## config.mk

```make
export PLATFORM = sky130hd
export DESIGN_NAME = div32_seq
export DESIGN_NICKNAME = d
export VERILOG_FILES = /design/src/rtl/div_pkg.sv /design/src/rtl/cpa32.sv /design/src/rtl/div32_seq.sv
export SDC_FILE = /design/constraint.sdc
export NUM_CORES = 1
export LEC_CHECK = 0
export CORE_UTILIZATION = 58
export CTS_CLUSTER_DIAMETER = 80
export DETAILED_ROUTE_END_ITERATION = 16
export GPL_TIMING_DRIVEN = 0
export PLACE_DENSITY = 0.86
export SETUP_SLACK_MARGIN = 0.3
export SYNTH_ARGS = -nofsm -noshare
export SYNTH_HDL_FRONTEND = slang
export SYNTH_HIERARCHICAL = 1
export SYNTH_SLANG_ARGS = --single-unit
```

## constraint.sdc

```tcl
create_clock -name clk -period 27.6 [get_ports clk]
set_input_delay 2.76 -clock clk [delete_from_list [all_inputs] [get_ports clk]]
set_output_delay 2.76 -clock clk [all_outputs]
set_load 0.02 [all_outputs]
```

## src/rtl/div_pkg.sv

```systemverilog
// Shared constants and state type for the sequential restoring divider.
package div_pkg;
    localparam int WIDTH = 32;
    localparam int CNT_W = 5;

    typedef enum logic [1:0] {
        IDLE = 2'd0,
        RUN  = 2'd1,
        DONE = 2'd2
    } state_t;

    localparam logic [WIDTH-1:0] DIV0_QUOTIENT = 32'hFFFF_FFFF;
endpackage

```

## src/rtl/cpa32.sv

```systemverilog
// 32-bit ripple-carry adder; the divider drives it as a subtractor (~y, cin=1).
module cpa32 (
    input  logic [31:0] x,
    input  logic [31:0] y,
    input  logic        cin,
    output logic [31:0] sum,
    output logic        cout
);
    logic [32:0] carry;

    always_comb begin
        sum      = '0;
        carry    = '0;
        carry[0] = cin;
        for (int i = 0; i < 32; i++) begin
            sum[i]       = x[i] ^ y[i] ^ carry[i];
            carry[i+1]   = (x[i] & y[i]) | (carry[i] & (x[i] ^ y[i]));
        end
        cout = carry[32];
    end
endmodule

```

## src/rtl/div32_seq.sv

```systemverilog
// Radix-2 restoring unsigned 32/32 divider: one quotient bit per cycle via a
// trial subtraction through a single cpa32, with a divide-by-zero shortcut.
module div32_seq
    import div_pkg::*;
(
    input  logic             clk,
    input  logic             reset,
    input  logic             start,
    input  logic [WIDTH-1:0] dividend,
    input  logic [WIDTH-1:0] divisor,
    output logic             busy,
    output logic             done,
    output logic [WIDTH-1:0] quotient,
    output logic [WIDTH-1:0] remainder,
    output logic             div_by_zero
);
    state_t           state;
    state_t           state_next;
    logic [WIDTH-1:0] dvs_work;
    logic [WIDTH-1:0] quo_work;
    logic [WIDTH-1:0] rem_work;
    logic [CNT_W-1:0] cnt;

    logic             accept;
    logic             zero_dvs;
    logic             last_iter;
    logic [WIDTH:0]   partial;
    logic [WIDTH-1:0] diff;
    logic             diff_cout;
    logic             ge;
    logic [WIDTH-1:0] rem_next;
    logic [WIDTH-1:0] quo_next;

    assign accept    = start & (state != RUN);
    assign zero_dvs  = (divisor == '0);
    assign last_iter = (cnt == CNT_W'(WIDTH - 1));

    // partial[WIDTH] is the bit shifted out of R; when set, P >= 2^32 > D.
    assign partial = {rem_work, quo_work[WIDTH-1]};

    cpa32 u_sub (
        .x    (partial[WIDTH-1:0]),
        .y    (~dvs_work),
        .cin  (1'b1),
        .sum  (diff),
        .cout (diff_cout)
    );

    assign ge       = partial[WIDTH] | diff_cout;
    assign rem_next = ge ? diff : partial[WIDTH-1:0];
    assign quo_next = {quo_work[WIDTH-2:0], ge};

    always_comb begin
        state_next = state;
        case (state)
            IDLE: if (accept) state_next = zero_dvs ? DONE : RUN;
            RUN:  if (last_iter) state_next = DONE;
            DONE: begin
                if (accept) state_next = zero_dvs ? DONE : RUN;
                else        state_next = IDLE;
            end
            default: state_next = IDLE;
        endcase
    end

    always_ff @(posedge clk) begin
        if (reset) begin
            state       <= IDLE;
            busy        <= 1'b0;
            done        <= 1'b0;
            dvs_work    <= '0;
            quo_work    <= '0;
            rem_work    <= '0;
            cnt         <= '0;
            quotient    <= '0;
            remainder   <= '0;
            div_by_zero <= 1'b0;
        end else begin
            state <= state_next;
            busy  <= (state_next == RUN);
            done  <= (state_next == DONE);
            if (accept) begin
                dvs_work <= divisor;
                quo_work <= dividend;
                rem_work <= '0;
                cnt      <= '0;
                // Zero divisor completes on the accept edge, so the dividend
                // is captured straight into the remainder output.
                if (zero_dvs) begin
                    quotient    <= DIV0_QUOTIENT;
                    remainder   <= dividend;
                    div_by_zero <= 1'b1;
                end
            end else if (state == RUN) begin
                rem_work <= rem_next;
                quo_work <= quo_next;
                cnt      <= cnt + 1'b1;
                if (last_iter) begin
                    quotient    <= quo_next;
                    remainder   <= rem_next;
                    div_by_zero <= 1'b0;
                end
            end
        end
    end
endmodule

```

==> results.py <==
metrics = {
    "run_status": {
        "status": "finished clean",
    },
    "worst_setup_path": {
        "cp.buffers_inverters": 6,
        "start_kind": "flip-flop",
        "cp_data_arrival_time_ps": 14740,
        "required_ps": 27920,
        "worstPathMaxFanout": 10,
        "slowest_delay_ps": 440,
        "end_kind": "flip-flop",
        "crit_type": "reg -> reg",
        "slowest_stage": "fa_1",
        "critPathMostFrequentCell": "fa_1",
        "cp_top_family": "adder cells",
    },
    "drt": {
        "vias": 7415,
        "drc_errors": 0,
        "drt-total-wl_um": 22700,
        "viasPerCell": 6.19,
        "drt_iter0_drc": 646,
        "ant_nets": 0,
        "routedWlPerCell_um": 19.0,
        "first_pass_iters": 5,
    },
    "clocking": {
        "clockBufferDepth": 2,
        "cts_buffers": 17,
        "ctsHoldBuffers": 0,
        "cts_tree": "yes",
        "path_clk_slew_ps": 60,
        "cts.repair.resized": 0,
        "htreeDepth": 4,
        "cts_setup_buffers": 0,
        "clock-sinks": 170,
        "insertion_delay_ps": 440,
        "ctsRootBufferMaster": "clkbuf_16",
    },
    "floorplan": {
        "rows": 42,
        "ios": 134,
        "die_y_um": 121,
        "fp.coreArea_mm2": 0.0135,
        "dieArea_mm2": 0.0146,
        "start_util": 0.605,
        "die-width_um": 121,
    },
    "logic_synthesis": {
        "yosys_warnings": 6,
        "synth-seq-cells": 170,
        "synth_ff_type": "dfxtp_1",
        "synth.avg_cell_area_um2": 9.50,
        "synth_edf_count": 0,
        "syn_area_mm2": 0.00817,
        "syn_nets": 961,
        "synthArstFlopShare": 0,
        "synth_cells": 860,
        "ys_types": 39,
        "ys_seq_area_frac": 0.417,
    },
    "global_routing": {
        "met2_usage": 0.501,
        "met3_usage": 0.0646,
        "grt.busiest_layer": "met2",
        "grt_pass1_wl_um": 36000,
        "grt_use_total": 0.323,
        "antenna_found_initial": 0,
        "grt_start_max_net_pins": 17,
        "grt_pass1_vias": 6935,
        "overflow": 0,
        "met1_usage": 0.430,
    },
    "finish": {
        "drive_gt1_frac": 0.0597,
        "area_delta_synth_final_pct": 26.1,
        "fin_area_mm2": 0.0103,
        "nets": 1111,
        "antennaDiodeCount": 0,
    },
    "sta": {
        "min_period_ps": 14420,
        "fmax_mhz": 69.4,
        "hold_viol": 0,
        "rsz0062_at_grt": "no",
        "worst_slew_pin_slew_ps": 739,
        "relSlewSlack": 0.505,
        "setup_viol": 0,
        "fin_crit_sh": 0.522,
        "maxSlewViolCount": 0,
        "tns_ps": 0,
        "skew_ps": 7.00,
    },
    "power": {
        "power-per-cell-area_mw_per_mm2": 61.1,
        "p_clk_frac": 0.385,
        "pwr-share-seq": 0.422,
        "p_leak_nw": 3.84,
        "p_comb_frac": 0.192,
        "power.switching_mw": 0.177,
        "p_int_mw": 0.452,
        "swShare": 0.282,
        "ir_worst_vdd_v": 0.0000471,
        "total_power_mw": 0.629,
    },
    "run": {
        "cap_violations": 0,
    },
    "placed_design": {
        "place_area_mm2": 0.00970,
        "post-dp-hpwl_um": 16200,
        "routabilityCongestion": 0.862,
        "io_buffers": 131,
    },
    "worst_hold_path": {
        "hp-class": "reg -> reg",
    },
}
==> per-layer routing <==
layer	vias to the layer above	part of all wire
met3	81	0.084
met1	3524	0.42
met2	393	0.46
li1	3417	-
met5	-	0
met4	0	0.037
==> final timing paths <==
check | start | end | slack, ps | cells after the start
max | dvs_work[0] | remainder[30] | 13180 | 42
min | dvs_work[15] | dvs_work[15] | 450 | 2
max reg2reg | dvs_work[0] | remainder[30] | 13180 | 42
min reg2reg | dvs_work[15] | dvs_work[15] | 450 | 2
==> sequential cells by signal, indices dropped and copies added, names as in the netlist <==
register,flops
remainder,32
cnt,5
quo_work,32
div_by_zero,1
done,1
state,2
rem_work,32
quotient,32
busy,1
dvs_work,32
==> cells by family after synthesis <==
family          share of synthesized area
compound gates                      0.201
xor+xnor                          0.00322
fa+ha+maj                          0.0815
buf+inv                            0.0633
flops                               0.417
mux                                0.0772
other cells                      0.000459
simple gates                        0.156
==> worst min-delay path: stages (launching register included) <==
cell	delay [ps]
dfxtp_1	310
nand2_1	50
a21oi_1	50
==> placed cells by master (no fill, tap or decap), types with 32 or more instances in the layout <==
cell and n:
nand2_1 71, mux2i_1 63, nand4_1 33, inv_1 42
clkbuf_1 60, fa_1 32, clkdlybuf4s50_1 131, nor2_1 101
nand3_1 32, a21oi_1 39, dfxtp_1 170, a211oi_1 65
a211o_1 32
==> synthesized netlist by cell type, types with 3 or more instances <==
library cell	instances	area (um^2)
a21oi_1	39	195
buf_2	14	70.1
a211o_1	32	280
inv_1	42	158
nand2_1	71	267
nor4_4	7	149
buf_6	3	33.8
buf_1	7	26.3
o2111ai_1	31	272
nand3_1	32	160
mux2i_1	63	631
dfxtp_1	170	3400
clkbuf_1	59	221
a211oi_1	65	488
nand4_1	33	206
fa_1	32	641
o221a_1	31	349
nor2_1	101	379
==> through the flow <==
stage	std cells	worst slack (ps)	utilization	hold slack [ps]
2_1_floorplan	860	14260	-	436
3_3_place_gp	1167	13560	0.718	443
3_5_place_dp	1167	13420	0.718	447
4_1_cts	1198	13260	0.763	455
5_1_grt	1198	12730	0.763	465
6_report	1198	13180	0.763	453
==> power by group through the flow <==
stage	Clock, mW	Sequential [mW]	Combinational [mW]
2_1_floorplan	0	0.269	0.0776
3_3_place_gp	0	0.270	0.113
3_5_place_dp	0	0.271	0.116
4_1_cts	0.243	0.266	0.119
5_1_grt	0.254	0.267	0.131
6_report	0.243	0.266	0.121
==> area by class of cell <==
type	count	area, um^2
Timing Repair Buffer	131	1310
Inverter	44	165
Multi-Input combinational cell	563	4250
Clock inverter	7	87.6
Sequential cell	170	3400
Tap cell	176	220
Buffer	83	352
Fill cell	917	3210
Clock buffer	24	512
(Power assumes the default switching activity.)
